File: config.mk
export PLATFORM = sky130hd
export DESIGN_NAME = uart_rx
export DESIGN_NICKNAME = d
export VERILOG_FILES = /design/src/rtl/uart_pkg.sv /design/src/rtl/bit_sync.sv /design/src/rtl/uart_rx.sv
export SDC_FILE = /design/constraint.sdc
export NUM_CORES = 1
export LEC_CHECK = 0
export ABC_AREA = 1
export CAP_MARGIN = 25
export CORE_MARGIN = 2
export CORE_UTILIZATION = 55
export DETAILED_ROUTE_END_ITERATION = 7
export GPL_TIMING_DRIVEN = 0
export HOLD_SLACK_MARGIN = 0.15
export PLACE_DENSITY = 0.84
export SETUP_SLACK_MARGIN = 0.1
export SLEW_MARGIN = 15
export SYNTH_ARGS = -nofsm -noshare
export SYNTH_HDL_FRONTEND = slang
export SYNTH_HIERARCHICAL = 1
export SYNTH_SLANG_ARGS = --single-unit
File: constraint.sdc
create_clock -name clk -period 1.94 [get_ports clk]
set_input_delay 0.291 -clock clk [delete_from_list [all_inputs] [get_ports clk]]
set_output_delay 0.291 -clock clk [all_outputs]
set_load 0.03 [all_outputs]
File: src/rtl/uart_pkg.sv
// Shared UART definitions: receiver/transmitter state encodings and
// oversampling constants used by both directions of the link.
package uart_pkg;

  typedef enum logic [2:0] {
    IDLE  = 3'd0,
    START = 3'd1,
    DATA  = 3'd2,
    STOP  = 3'd3,
    BREAK = 3'd4
  } rx_state_t;

  typedef enum logic [1:0] {
    TX_IDLE  = 2'd0,
    TX_START = 2'd1,
    TX_DATA  = 2'd2,
    TX_STOP  = 2'd3
  } tx_state_t;

  localparam int OVERSAMPLE = 16;
  localparam int TICK_W     = $clog2(OVERSAMPLE);

  // Tick index of the bit centre counted from the start edge, and the
  // last tick of a full bit period.
  localparam logic [TICK_W-1:0] MID_TICK  = TICK_W'(7);
  localparam logic [TICK_W-1:0] LAST_TICK = TICK_W'(OVERSAMPLE - 1);

endpackage

File: src/rtl/bit_sync.sv
// Multi-stage synchroniser for a single asynchronous input; the reset
// value is a parameter so idle-high lines come out of reset idle.
module bit_sync #(
  parameter int   STAGES  = 2,
  parameter logic RST_VAL = 1'b1
) (
  input  logic clk,
  input  logic rst,
  input  logic d,
  output logic q
);

  logic [STAGES-1:0] sync_ff;

  always_ff @(posedge clk or posedge rst) begin
    if (rst) begin
      sync_ff <= {STAGES{RST_VAL}};
    end else begin
      sync_ff <= {sync_ff[STAGES-2:0], d};
    end
  end

  assign q = sync_ff[STAGES-1];

endmodule

File: src/rtl/uart_rx.sv
// 8N1-style UART receiver driven by the shared 16x oversampling tick.
// Deserialises LSB-first frames and flags a low stop bit as a framing error.
module uart_rx
  import uart_pkg::*;
#(
  parameter int DATA_BITS   = 8,
  parameter int SYNC_STAGES = 2
) (
  input  logic                 clk,
  input  logic                 rst,
  input  logic                 rx,
  input  logic                 b_16tick,
  output logic [DATA_BITS-1:0] rx_data,
  output logic                 rx_done,
  output logic                 rx_busy,
  output logic                 frame_err
);

  localparam int BIT_W = (DATA_BITS > 1) ? $clog2(DATA_BITS) : 1;
  localparam logic [BIT_W-1:0] LAST_BIT = BIT_W'(DATA_BITS - 1);

  logic                 rxs;
  rx_state_t            state;
  logic [TICK_W-1:0]    tick_cnt;
  logic [BIT_W-1:0]     bit_cnt;
  logic [DATA_BITS-1:0] shift_reg;

  bit_sync #(
    .STAGES  (SYNC_STAGES),
    .RST_VAL (1'b1)
  ) u_rx_sync (
    .clk (clk),
    .rst (rst),
    .d   (rx),
    .q   (rxs)
  );

  // state is left as a plain internal signal so checkers can bind to it.
  always_ff @(posedge clk or posedge rst) begin
    if (rst) begin
      state     <= IDLE;
      tick_cnt  <= '0;
      bit_cnt   <= '0;
      shift_reg <= '0;
      rx_data   <= '0;
      rx_done   <= 1'b0;
      rx_busy   <= 1'b0;
      frame_err <= 1'b0;
    end else begin
      rx_done <= 1'b0;
      case (state)
        IDLE: begin
          rx_busy <= 1'b0;
          // Start detection ignores the tick, so a coincident tick is not counted.
          if (!rxs) begin
            state    <= START;
            tick_cnt <= '0;
            rx_busy  <= 1'b1;
          end
        end

        START: begin
          if (b_16tick) begin
            if (tick_cnt == MID_TICK) begin
              if (!rxs) begin
                state    <= DATA;
                tick_cnt <= '0;
                bit_cnt  <= '0;
              end else begin
                state    <= IDLE;
                tick_cnt <= '0;
                rx_busy  <= 1'b0;
              end
            end else begin
              tick_cnt <= tick_cnt + 1'b1;
            end
          end
        end

        DATA: begin
          if (b_16tick) begin
            if (tick_cnt == LAST_TICK) begin
              shift_reg <= {rxs, shift_reg[DATA_BITS-1:1]};
              tick_cnt  <= '0;
              if (bit_cnt == LAST_BIT) begin
                state <= STOP;
              end else begin
                bit_cnt <= bit_cnt + 1'b1;
              end
            end else begin
              tick_cnt <= tick_cnt + 1'b1;
            end
          end
        end

        STOP: begin
          if (b_16tick) begin
            if (tick_cnt == LAST_TICK) begin
              rx_data   <= shift_reg;
              rx_done   <= 1'b1;
              frame_err <= ~rxs;
              tick_cnt  <= '0;
              // Returning at the stop-bit centre leaves half a bit to catch
              // a back-to-back start edge.
              if (rxs) begin
                state   <= IDLE;
                rx_busy <= 1'b0;
              end else begin
                state <= BREAK;
              end
            end else begin
              tick_cnt <= tick_cnt + 1'b1;
            end
          end
        end

        BREAK: begin
          rx_busy <= 1'b1;
          if (rxs) begin
            state   <= IDLE;
            rx_busy <= 1'b0;
          end
        end

        default: begin
          state    <= IDLE;
          tick_cnt <= '0;
          bit_cnt  <= '0;
          rx_busy  <= 1'b0;
        end
      endcase
    end
  end

endmodule

==> impl_results.md, run 1 <==
* Class of the most critical setup path: flop to primary output
* Met2 WL post-DR at 1.63 mm
* Yosys Warn Count at 6
* Routed WL per cell at 13.1 µm
* Die ar. at 3340 µm²
* Max Freq at 0.593 GHz
* CTS sink count at 31
* Most numerous cell in the Yosys netlist: nand2_1
* Vias/cell at 5.39
* Crit-path max FO at 2
* Startpoint type of the worst setup path: flop
* Synthesized cell area at 1590 µm²
* Vias at 1314
* Port buffer count at 14
* RD Place Congestion at 0.945
* Post-synth cell types at 22
* Setup TNS at 0 ns
* Synth Instances at 190
* Top Metal Used: met4
* Post-CTS resize count at 0
* # diodes at 0
* Register bit total from synthesis at 31
* GR Overflow Total at 0
* CTS tree: built
* Worst hold margin at 0.290 ns
* Total GRT Usage at 0.223
* M1 wire length at 1.36 mm
* Clock Latency Late Sink at 0.34 ns
* CP required at 1.65 ns
* Largest cells by area after synthesis: dfrtp_1, nand2_1, o21ai_2
* Dpl cells at 236
* Detail Route met3 WL at 142 µm
* Cts bufs inserted at 5
* Detail Route Antenna Nets at 0
* Skew final at 0.0121 ns
* Fin cells at 244
* Crit path cell chain: clkdlybuf4s50_1
* Starting Density at 0.576
* Die H at 57.8 µm
* Worst Setup End Kind: primary output
* Fill count at 226
* Status: finished, final reports clean
* Max-slew violations at 0
* Measured slew at the worst slew-check pin at 0.558 ns
* Minimum clock period at 1.69 ns
* Pwr Total at 1.83 mW
* Final #Nets at 219
* Num ports at 15
* Placeable Area at 2760 µm²
* DRT Pass-1 Iters at 4
* Longest Clk Path Bufs at 2
* Final WL at 3.20 mm
* Delay-heaviest family, CP: buffers and inverters
* Synth-to-Final Area Change at 16.4%
* DRT iter0 DRCs at 42
* Slowest cell on crit path: clkdlybuf4s50_1
* Sequential share of the synthesized area at 0.490
* Vias in the first global route at 1346
* Most frequent cells after synthesis: nand2_1, dfrtp_1, inv_1
* # rows at 19
* Final Hold Fails at 0
* Async SR Flop Fraction at 1.00
* CP max stage delay at 0.68 ns
* Critical Path AT at 1.40 ns
* First-pass GRT wire length at 5.62 mm
* Worst slew margin at 0.628
* Final setup vio count at 0
* Post-cts hold buffer count at 0
* Clock root cell: clkbuf_4
* Fraction of layout cells with a size suffix above 1 at 0.188
* Main flop type after synthesis: dfrtp_1
* Post-Syn Area per Cell at 8.36 µm²
* Synth area leader: dfrtp_1
* Maximum vdd drop at 0.718 mV
* Die W at 57.8 µm
* Htree depth at 2
* Hold Path Class: input pin to asynchronous set/reset pin
* Max_cap viols at 0
* Pin count of the biggest net entering global routing at 18
* DP HPWL at 2.42 mm
* Post-synth top area share at 0.457
* Post-synth EDFFs at 0
* DRC at 0
* Post-CTS Setup Bufs at 0
* Final period utilization at 0.869
* Reg clk slew, reported paths at 0.10 ns
* RSZ-0062 raised after global routing: false
* Mapped Nets at 197
* Initial antenna violation count at 0
* LEAKAGE at 0.920 nW
* Buf/Inv on CP at 1
* PwrDens at 991 nW/µm²
[kinds of logic after synthesis]
group	Yosys count	share of synthesized area
AND/OR/NAND/NOR	104	0.283
flip-flops	31	0.490
buffers and inverters	26	0.0756
AO/OA/AOI/OAI	24	0.117
adder cells (fa/ha/maj)	3	0.0236
XOR/XNOR	2	0.0110
[area by class of cell]
class | count | area, µm² | share of cell area
plain buffers | 3 | 33.8 | 0.0183
clock buffers | 6 | 41.3 | 0.0223
well taps | 31 | 38.8 | 0.0210
flip-flops and latches | 31 | 778 | 0.421
inverters | 23 | 86.3 | 0.0467
clock inverters | 2 | 12.5 | 0.00677
repair buffers | 15 | 168 | 0.0907
multi-input cells | 133 | 691 | 0.373
[power by group]
part	internal [mW]	leakage [nW]	total (mW)	switching [mW]
Sequential	0.721	0.419	0.795	0.0741
Clock	0.140	0.0282	0.371	0.231
Combinational	0.238	0.474	0.667	0.430
[layer usage]
| metal | track usage | vias up |
|---|---|---|
| li1 | - | 647 |
| met2 | 0.377 | 36 |
| met1 | 0.266 | 622 |
| met5 | 0 | - |
| met4 | 0.0997 | 0 |
| met3 | 0.0603 | 9 |
[path summary, 6_finish.rpt]
| path | from | end | slack [ns] | cells past startpoint |
|---|---|---|---|---|
| min in group clk | u_rx_sync/sync_ff[0] | u_rx_sync/sync_ff[1] | 0.35 | 0 |
| setup reg to reg | tick_cnt[0] | frame_err | 0.35 | 7 |
| hold reg to reg | u_rx_sync/sync_ff[0] | u_rx_sync/sync_ff[1] | 0.35 | 0 |
| setup / recovery | rx_data[7] | rx_data[7] | 0.25 | 1 |
| hold / removal | rst | u_rx_sync/sync_ff[1] | 0.29 | 2 |
| max in group asynchronous | rst | shift_reg[6] | 1.14 | 3 |
[layout by cell type (no fill, tap or decap), drive strengths merged]
cell type	Yosys	routed
nand2	66	66
dfrtp	29	29
inv	23	23
o21ai	18	18
nor2	18	18
nand3	17	17
clkdlybuf4s50	0	14
clkbuf	0	6
buf	3	4
a21oi	4	4
ha	3	3
nand3b	2	2
dfstp	2	2
nand4	1	1
o211ai	1	1
xnor2	1	1
xor2	1	1
o21a	1	1
clkinv	0	1
clkinvlp	0	1
[metrics by stage]
stage / cell area [µm²] / setup WS [ns] / util
floorplan: 1590 / 0.593 / -
global placement: 1770 / 0.213 / 0.641
detailed placement: 1800 / 0.189 / 0.651
CTS: 1850 / 0.250 / 0.671
global route: 1850 / 0.216 / 0.671
finish: 1850 / 0.253 / 0.671
No activity file was read; power rests on OpenSTA's default activity.
==> inputs of run 2 (changes only) <==
Settings changed: SETUP_SLACK_MARGIN 0.1 to not set.
==> results of run 2 <==
No change in the layout: final DEF, timing and power equal those of run 1.
==> inputs of run 3 (changes only) <==
Settings changed: PLACE_DENSITY 0.84 to 0.86.
==> impl_results.md, run 3 (synthesis results as in run 1) <==
* Minimum clock period at 1.68 ns (-0.0110 ns)
* Post-cts hold buffer count at 0 (unchanged)
* Cts bufs inserted at 5 (unchanged)
* Htree depth at 2 (unchanged)
* Pin count of the biggest net entering global routing at 22 (+4)
* CP max stage delay at 0.70 ns (+0.02 ns)
* Clock Latency Late Sink at 0.33 ns (about the same)
* Port buffer count at 14 (unchanged)
* DRT Pass-1 Iters at 4 (unchanged)
* R2r setup slk at 0.37 ns (+0.02 ns)
* Crit-path max FO at 2 (unchanged)
* Final WL at 3.02 mm (-5.6%)
* Total GRT Usage at 0.210 (-0.0123)
* Placeable Area at 2760 µm² (unchanged)
* Pwr Total at 1.84 mW (+0.31%)
* First-pass GRT wire length at 5.35 mm (-4.9%)
* Die H at 57.8 µm (unchanged)
* Setup TNS at 0 ns (unchanged)
* Commonest non-fill, non-tap cells in the layout: nand2_1, dfrtp_1, inv_1, nand3_1, o21ai_2
* Worst R2R Path Depth at 7 (unchanged)
* Worst Setup End Kind: primary output
* Final setup vio count at 0 (unchanged)
* Max_cap viols at 0 (unchanged)
* Measured slew at the worst slew-check pin at 0.438 ns (-0.120 ns)
* Detail Route Antenna Nets at 0 (unchanged)
* Post-CTS Setup Bufs at 0 (unchanged)
* Routed WL per cell at 12.4 µm (-5.2%)
* Max Freq at 0.597 GHz (+0.65%)
* Dpl cells at 236 (unchanged)
* Final period utilization at 0.864 (-0.00565)
* Commonest non-fill, non-tap cell in the layout: nand2_1
* RD Place Congestion at 0.887 (-6.1%)
* Longest Clk Path Bufs at 2 (unchanged)
* Die W at 57.8 µm (unchanged)
* Max-slew violations at 0 (unchanged)
* CTS tree: built
* CTS sink count at 31 (unchanged)
* Critical Path AT at 1.38 ns (-0.02 ns)
* Delay-heaviest family, CP: buffers and inverters
* RSZ-0062 raised after global routing: false
* Final Hold Fails at 0 (unchanged)
* R2R Path End: frame_err
* Synth-to-Final Area Change at 16.5%
* Status: finished, final reports clean
* Reg clk slew, reported paths at 0.10 ns (about the same)
* Startpoint type of the worst setup path: flop
* Die ar. at 3340 µm² (unchanged)
* Buf/Inv on CP at 1 (unchanged)
* Initial antenna violation count at 0 (unchanged)
* # diodes at 0 (unchanged)
* Vias in the first global route at 1205 (-10%)
* Fraction of layout cells with a size suffix above 1 at 0.189 (+0.000886)
* PwrDens at 993 nW/µm² (+0.17%)
* Hold Path Class: input pin to asynchronous set/reset pin
* Final #Nets at 219 (unchanged)
* Post-CTS resize count at 0 (unchanged)
* Worst r2r src: tick_cnt[0]
* Class of the most critical setup path: flop to primary output
* CP required at 1.65 ns (about the same)
* Vias/cell at 5.24 (-2.7%)
* LEAKAGE at 0.926 nW (+0.64%)
* GR Overflow Total at 0 (unchanged)
* DP HPWL at 2.30 mm (-4.6%)
* Starting Density at 0.576 (unchanged)
* Crit path cell chain: clkdlybuf4s50_1
* Fin cells at 243 (-0.41%)
* Vias at 1273 (-3.1%)
* Num ports at 15 (unchanged)
* Skew final at 0.00910 ns (-0.00303 ns)
* Worst slew margin at 0.708 (+0.0804)
* Fill count at 219 (-3.1%)
* DRT iter0 DRCs at 40 (-4.8%)
* # rows at 19 (unchanged)
* Maximum vdd drop at 0.665 mV (-7.4%)
* Slowest cell on crit path: clkdlybuf4s50_1
* DRC at 0 (unchanged)
* Critical path depth at 1 (unchanged)
* Clock root cell: clkbuf_4
-- run 3: cell count changes in the layout (fill, tap and decap cells not counted), sizes merged --
cell,before,now
clkinvlp,1,0
-- run 3: worst max-delay path by stage --
stage | start | end | slack [ns]
floorplan | tick_cnt[0] | rx_data[3] | 0.59
global placement | b_16tick | rx_data[3] | 0.20
detailed placement | b_16tick | rx_data[4] | 0.19
CTS | rx_busy | rx_busy | 0.24
global route | rx_busy | rx_busy | 0.23
finish | rx_busy | rx_busy | 0.26
-- run 3: routing by layer --
metal | routed length, µm | part of all wire | GRT usage | up-vias
li1 | - | - | - | 643
met1 | 1440 | 0.48 | 0.291 | 595
met2 | 1400 | 0.46 | 0.320 | 29
met3 | 137 | 0.045 | 0.0469 | 6
met4 | 50 | 0.017 | 0.0897 | 0
met5 | 0 | 0 | 0 | -
-- run 3: metrics by stage --
stage / hold WS [ns] / cell area [µm²] / utilization / setup slack [ns]
after floorplan: 0.203 / 1590 / - / 0.593
after detailed placement: 0.348 / 1800 / 0.651 / 0.189
after CTS: 0.290 / 1850 / 0.672 / 0.238
after global placement: 0.346 / 1770 / 0.641 / 0.204
after global routing: 0.321 / 1850 / 0.672 / 0.226
final: 0.276 / 1850 / 0.672 / 0.264
-- run 3: layout make-up --
| type | instances | area (µm²) | share of cell area |
|---|---|---|---|
| sequential | 31 | 778 | 0.420 |
| multi-input combinational | 133 | 691 | 0.373 |
| timing repair buffer | 15 | 168 | 0.0905 |
| inverter | 23 | 86.3 | 0.0466 |
| clock buffer | 6 | 51.3 | 0.0277 |
| tap | 31 | 38.8 | 0.0209 |
| buffer | 3 | 33.8 | 0.0182 |
| clock inverter | 1 | 5.00 | 0.00270 |
-- run 3: report_power, final --
part	total (mW)	leakage [nW]	switching, mW	internal [mW]
Clock	0.381	0.0341	0.214	0.168
Combinational	0.662	0.474	0.425	0.238
Sequential	0.795	0.419	0.0743	0.721
-- run 3: worst reg2reg max path: cells and delay by family (launching register included) --
kind | cells | cell delay, ns
adder cells (fa/ha/maj) | 1 | 0.24
buffers and inverters | 1 | 0.20
flip-flops | 1 | 0.40
AND/OR/NAND/NOR | 5 | 0.62
